## config.mk

```make
export PLATFORM = sky130hd
export DESIGN_NAME = regfile_sb
export DESIGN_NICKNAME = d
export VERILOG_FILES = /design/src/rtl/regfile_sb.sv
export SDC_FILE = /design/constraint.sdc
export NUM_CORES = 2
export LEC_CHECK = 0
export ABC_CLOCK_PERIOD_IN_PS = 4300
export BUFFER_PORTS_ARGS = -buffer_cell sky130_fd_sc_hd__buf_2
export CAP_MARGIN = 20
export CORE_AREA = 10 10 446 448
export DETAILED_ROUTE_END_ITERATION = 7
export DIE_AREA = 0 0 456 458
export PLACE_DENSITY = 0.46
export SKIP_LAST_GASP = 1
export SYNTH_ARGS = -nofsm -noshare
export SYNTH_HDL_FRONTEND = slang
export SYNTH_SLANG_ARGS = --single-unit
```

## constraint.sdc

```tcl
create_clock -name clk -period 4.3 [get_ports clk]
set_input_delay 0.215 -clock clk [delete_from_list [all_inputs] [get_ports clk]]
set_output_delay 0.215 -clock clk [all_outputs]
set_load 0.005 [all_outputs]
```

## src/rtl/regfile_sb.sv

```systemverilog
// Purpose: parametrised register file with write-to-read bypass, trigger mirror register and per-register busy scoreboard.
// Latency: reads 0 cycles (combinational); writes, reservations and mirror loads take effect at the next rising edge.
// Backpressure: rsv_ok=0 signals a WAW stall on an already-reserved register; writeback is always accepted.
//
// Ports:
//   clk, rst_n            rising-edge clock, synchronous active-low reset
//   trigger               level mirrored into register TRIG_IDX
//   rd_addr/rd_data/rd_busy   NRD packed read ports with hazard flag
//   we/wr_addr/wr_data    writeback port (also releases the reservation)
//   rsv_en/rsv_addr/rsv_ok    decode-side destination reservation
//   busy_vec              scoreboard state
//   dump                  registered contents of all registers, no bypass
module regfile_sb #(
    parameter int XLEN     = 32,
    parameter int NREGS    = 32,
    parameter int NRD      = 2,
    parameter int TRIG_IDX = 31,
    parameter int BYPASS   = 1,
    localparam int AW      = $clog2(NREGS)
) (
    input  logic                   clk,
    input  logic                   rst_n,
    input  logic                   trigger,
    input  logic [NRD*AW-1:0]      rd_addr,
    output logic [NRD*XLEN-1:0]    rd_data,
    output logic [NRD-1:0]         rd_busy,
    input  logic                   we,
    input  logic [AW-1:0]          wr_addr,
    input  logic [XLEN-1:0]        wr_data,
    input  logic                   rsv_en,
    input  logic [AW-1:0]          rsv_addr,
    output logic                   rsv_ok,
    output logic [NREGS-1:0]       busy_vec,
    output logic [NREGS*XLEN-1:0]  dump
);

    logic [XLEN-1:0]  regs [NREGS];
    logic [NREGS-1:0] busy;
    logic [NREGS-1:0] clr;
    logic [NREGS-1:0] set;
    logic             wr_hit;

    // Register 0 and the trigger mirror can never be written or reserved.
    function automatic logic is_prot(input logic [AW-1:0] a);
        return (a == '0) || ((TRIG_IDX != 0) && (a == AW'(TRIG_IDX)));
    endfunction

    assign wr_hit = we && !is_prot(wr_addr);

    // A writeback in the same cycle releases the register, so a pending
    // reservation on it can be re-granted immediately.
    assign rsv_ok = is_prot(rsv_addr) || !busy[rsv_addr] || (we && (wr_addr == rsv_addr));

    always_comb begin
        clr = '0;
        set = '0;
        if (we) begin
            clr[wr_addr] = 1'b1;
        end
        if (rsv_en && rsv_ok && !is_prot(rsv_addr)) begin
            set[rsv_addr] = 1'b1;
        end
    end

    always_ff @(posedge clk) begin
        if (!rst_n) begin
            busy <= '0;
        end else begin
            // Set applied after clear so a same-cycle re-reservation wins.
            busy <= (busy & ~clr) | set;
        end
    end

    always_ff @(posedge clk) begin
        for (int r = 0; r < NREGS; r++) begin
            if (!rst_n || (r == 0)) begin
                regs[r] <= '0;
            end else if ((TRIG_IDX != 0) && (r == TRIG_IDX)) begin
                regs[r] <= {{(XLEN-1){1'b0}}, trigger};
            end else if (we && (wr_addr == AW'(r))) begin
                regs[r] <= wr_data;
            end
        end
    end

    always_comb begin
        rd_data = '0;
        rd_busy = '0;
        for (int i = 0; i < NRD; i++) begin
            rd_data[i*XLEN +: XLEN] = regs[rd_addr[i*AW +: AW]];
            rd_busy[i]              = busy[rd_addr[i*AW +: AW]];
            if ((BYPASS != 0) && wr_hit && (wr_addr == rd_addr[i*AW +: AW])) begin
                rd_data[i*XLEN +: XLEN] = wr_data;
                rd_busy[i]              = 1'b0;
            end
        end
    end

    always_comb begin
        dump = '0;
        for (int r = 1; r < NREGS; r++) begin
            dump[r*XLEN +: XLEN] = regs[r];
        end
    end

    assign busy_vec = busy;

endmodule

```

==> results_tabular.tex <==
\begin{tabular}{lr}
\hline
Metric & Value \\
\hline
\multicolumn{2}{l}{\textbf{Outcome}} \\
\quad Run status & finished clean \\
\multicolumn{2}{l}{\textbf{Clocking}} \\
\quad Clock latency at the later pin of the worst-skew pair & 0.81 ns \\
\quad Number of gates resized after cts & 0 \\
\quad Post CTS Setup Buffer Count & 0 \\
\quad CTS root buffer & sky130\_fd\_sc\_hd\_\_clkbuf\_16 \\
\quad CTS Buf Count & 130 \\
\quad CTS clk-pin slew, worst paths & 0.05 ns \\
\quad Number of buffers on the longest clock path & 3 \\
\quad CTS hold repair buffers & 11 \\
\quad H-tree depth & 4 \\
\quad TritonCTS clock tree & done \\
\quad Sinks on the clock net & 993 \\
\multicolumn{2}{l}{\textbf{STA}} \\
\quad Final-report hold violation count & 0 \\
\quad Total count of max-transition violations in the final report & 0 \\
\quad Worst Hold Slack & 0.126 ns \\
\quad RSZ-0062 raised after global routing & no \\
\quad Post-layout min period & 3.96 ns \\
\quad Sum of negative setup slack & 0 ns \\
\quad Setup skew after layout & 0.0355 ns \\
\quad Measured slew at the worst slew-check pin & 1.13 ns \\
\quad Slew headroom & 24.2\% \\
\quad Slack of the critical path & 0.340 ns \\
\quad Max Clk Rate & 253 MHz \\
\quad Setup-violating endpoint count in the final report & 0 \\
\quad Part of the cycle the worst path needs & 92.1\% \\
\multicolumn{2}{l}{\textbf{Critical path}} \\
\quad Required time of the worst setup path & 4.09 ns \\
\quad Largest fanout on the critical path & 34 \\
\quad Crit path cell chain & buf\_8 > nor2b\_4 > buf\_4 > a221oi\_1 > or3\_1 > a21oi\_1 > o32a\_1 > buf\_2 \\
\quad Beginning of the worst register-to-register path & busy\_vec[4]\$\_SDFF\_PN0\_ \\
\quad Reg2reg setup slack & 1.88 ns \\
\quad Reg2Reg Depth & 6 \\
\quad Type of element capturing the critical path & primary output \\
\quad Terminus of the critical flop-to-flop path & busy\_vec[24]\$\_SDFF\_PN0\_ \\
\quad Worst endpoint data arrival time & 3.74 ns \\
\quad Startpoint kind of the worst setup timing path & input pin \\
\quad Type of the worst setup path & in2out \\
\quad Standard cell with the maximum stage delay on the critical path & sky130\_fd\_sc\_hd\_\_nor2b\_4 \\
\quad Worst path max stage delay & 0.82 ns \\
\multicolumn{2}{l}{\textbf{Detailed routing}} \\
\quad Detail Route Antenna Nets & 0 \\
\quad Drt first pass iters & 6 \\
\quad Drt total wl & 317000 µm \\
\quad Iter 0 DRT Violations & 5807 \\
\quad Via count & 43600 \\
\quad Via density per instance & 5.66 \\
\quad Post-route DRC violation count & 0 \\
\quad Routed len/inst & 41.2 µm \\
\multicolumn{2}{l}{\textbf{Placement}} \\
\quad Post-Place Cell Area & 0.0640 mm² \\
\quad \# port buffers & 1116 \\
\quad Number of placed instances with taps included & 7430 \\
\quad Post-detail-place hpwl & 237000 µm \\
\quad Final RePlAce weighted congestion & 0.940 \\
\quad Worst slack at placement & 0.509 ns \\
\multicolumn{2}{l}{\textbf{Die}} \\
\quad Die boundary width & 456 µm \\
\quad Starting utilization of the core area & 29.1\% \\
\quad Chip Height & 458 µm \\
\quad Die Area & 0.209 mm² \\
\quad Total I/O pin count & 1180 \\
\quad Placeable core area & 0.190 mm² \\
\quad Number of rows created at floorplan & 160 \\
\multicolumn{2}{l}{\textbf{Logic synthesis}} \\
\quad Number of enable flip-flop cells after synthesis & 960 \\
\quad Count of cell types in the netlist & 60 \\
\quad Mapped Cells & 4098 \\
\quad Most common cell in the synthesized netlist & sky130\_fd\_sc\_hd\_\_and2\_1 \\
\quad Fraction of registers with async set/reset & 0\% \\
\quad Top post-synthesis cells by area & sky130\_fd\_sc\_hd\_\_edfxtp\_1 (52\%), sky130\_fd\_sc\_hd\_\_mux4\_2 (13\%), sky130\_fd\_sc\_hd\_\_and2\_1 (11\%) \\
\quad Area share of the largest cell type after synthesis & 52.2\% \\
\quad Synth warnings & 0 \\
\quad Synthesized flop and latch total & 993 \\
\quad Library cell occupying the most area in the post-synthesis netlist & sky130\_fd\_sc\_hd\_\_edfxtp\_1 \\
\quad Post-synthesis sequential area ratio & 53.4\% \\
\quad Synthesized area per cell & 13.5 µm² \\
\quad Cell area after synthesis & 0.0552 mm² \\
\quad Most frequent cells after synthesis & sky130\_fd\_sc\_hd\_\_and2\_1 (962), sky130\_fd\_sc\_hd\_\_edfxtp\_1 (960), sky130\_fd\_sc\_hd\_\_clkbuf\_1 (327) \\
\quad Flip-flop cell with the highest count after synthesis & sky130\_fd\_sc\_hd\_\_edfxtp\_1 \\
\multicolumn{2}{l}{\textbf{Final layout}} \\
\quad Layout cell share with drive strength beyond 1 & 39.7\% \\
\quad Total number of nets in the final design & 5119 \\
\quad Area added between synthesis and finish & 23.5\% \\
\quad Total of fill cells in the finished design & 18600 \\
\quad Fin cells & 7697 \\
\quad Final cell area excluding filler cells & 0.0682 mm² \\
\multicolumn{2}{l}{\textbf{Run}} \\
\quad Max-capacitance violation count & 0 \\
\multicolumn{2}{l}{\textbf{Global route}} \\
\quad Wire length of the first global-routing pass & 420000 µm \\
\quad Largest net degree at the start of global routing & 76 \\
\quad Total GRT Usage & 29.1\% \\
\quad Aggregate global routing overflow & 0 \\
\quad Initial antenna violation count & 43 \\
\quad Vias in the first global route & 42400 \\
\multicolumn{2}{l}{\textbf{Power}} \\
\quad Static leakage & 25.6 nW \\
\quad Power per cell area & 394 mW/mm² \\
\quad Maximum vdd ir drop & 341 µV \\
\multicolumn{2}{l}{\textbf{Min path}} \\
\quad End of the worst hold path & regs[8][30]\$\_SDFFCE\_PN0P\_ \\
\quad Min-Delay Path Depth & 3 \\
\quad Hold path startpoint & wr\_data[30] \\
\quad Hold Path Class & in2reg \\
\hline
\end{tabular}
worst max-delay path by stage:
stage | startpoint | endpoint | slack [ns]
2_1_floorplan | wr_addr[1] | busy_vec[26]$_SDFF_PN0_ | 0.35
3_3_place_gp | rd_addr[1] | rd_data[8] | 0.48
3_5_place_dp | rd_addr[1] | rd_data[8] | 0.51
4_1_cts | rd_addr[1] | rd_data[8] | 0.49
5_1_grt | rd_addr[1] | rd_data[8] | 0.36
6_report | rd_addr[1] | rd_data[8] | 0.34
metal layers:
| metal | part of all wire [%] | track usage [%] | wire (µm) |
|---|---|---|---|
| met1 | 40 | 37.5 | 127000 |
| met5 | 0.025 | 0 | 80 |
| met4 | 6.9 | 17.0 | 21800 |
| met3 | 8.8 | 7.44 | 28000 |
| met2 | 44 | 44.1 | 140000 |
kinds of logic (layout without fill, tap and decap cells):
logic type	Yosys count	count (layout)	share of synthesized area [%]
and+or+nand+nor	1231	1231	13.3
DFF	993	993	53.4
muxes	708	708	20.5
AOI/OAI and AO/OA	581	581	7.88
buffers and inverters	569	1573	4.69
xor gates and xnor gates	15	15	0.238
other	1	85	0.00679
power by group:
part           internal, mW  switching, mW
clock network          6.15           4.63
logic                  1.56           2.77
registers              11.2          0.599
total                  18.9           7.99
area by class of cell:
cell class / instances / area, µm² / area share, %
clock inverters: 57 / 477 / 0.699
clock buffers: 177 / 3580 / 5.24
repair buffers: 1283 / 7260 / 10.6
diodes: 22 / 55.1 / 0.0807
inverters: 56 / 210 / 0.308
flip-flops and latches: 993 / 29500 / 43.2
well taps: 2511 / 3140 / 4.60
multi-input cells: 2598 / 24000 / 35.2
worst max-delay path: cells and delay by family:
kind	cells	cell delay [ns]
and+or+nand+nor	2	1.20
buffers and inverters	3	0.91
AOI/OAI and AO/OA	3	1.30
layout by cell type (no fill, tap or decap), types with 33 or more instances in the layout:
cell and n:
sky130_fd_sc_hd__buf_2 1107, sky130_fd_sc_hd__and2_1 961, sky130_fd_sc_hd__edfxtp_1 960, sky130_fd_sc_hd__mux4_2 316
sky130_fd_sc_hd__mux2_2 212, sky130_fd_sc_hd__mux2i_1 180, sky130_fd_sc_hd__clkbuf_16 137, sky130_fd_sc_hd__buf_4 132
sky130_fd_sc_hd__o221ai_1 90, sky130_fd_sc_hd__nor2_1 75, sky130_fd_sc_hd__conb_1 63, sky130_fd_sc_hd__a22oi_1 62
sky130_fd_sc_hd__a21oi_1 61, sky130_fd_sc_hd__inv_1 55, sky130_fd_sc_hd__clkbuf_1 40, sky130_fd_sc_hd__o211ai_1 39
sky130_fd_sc_hd__o21ai_0 39, sky130_fd_sc_hd__nand3_1 35, sky130_fd_sc_hd__nor2b_1 33, sky130_fd_sc_hd__or3_1 33
sky130_fd_sc_hd__dfxtp_1 33
through the flow:
| step | utilization (%) | power, mW |
|---|---|---|
| final | 36.0 | 26.9 |
| after global routing | 36.0 | 27.6 |
| after CTS | 36.0 | 27.0 |
| after detailed placement | 33.8 | 16.2 |
| after global placement | 33.8 | 16.2 |
| after floorplan | - | 13.6 |
flip-flops by register name, indices dropped and copies added, names as in the netlist:
| signal | flops |
|---|---|
| regs | 961 |
| busy_vec | 32 |
Power figures use the tool's default switching activity.
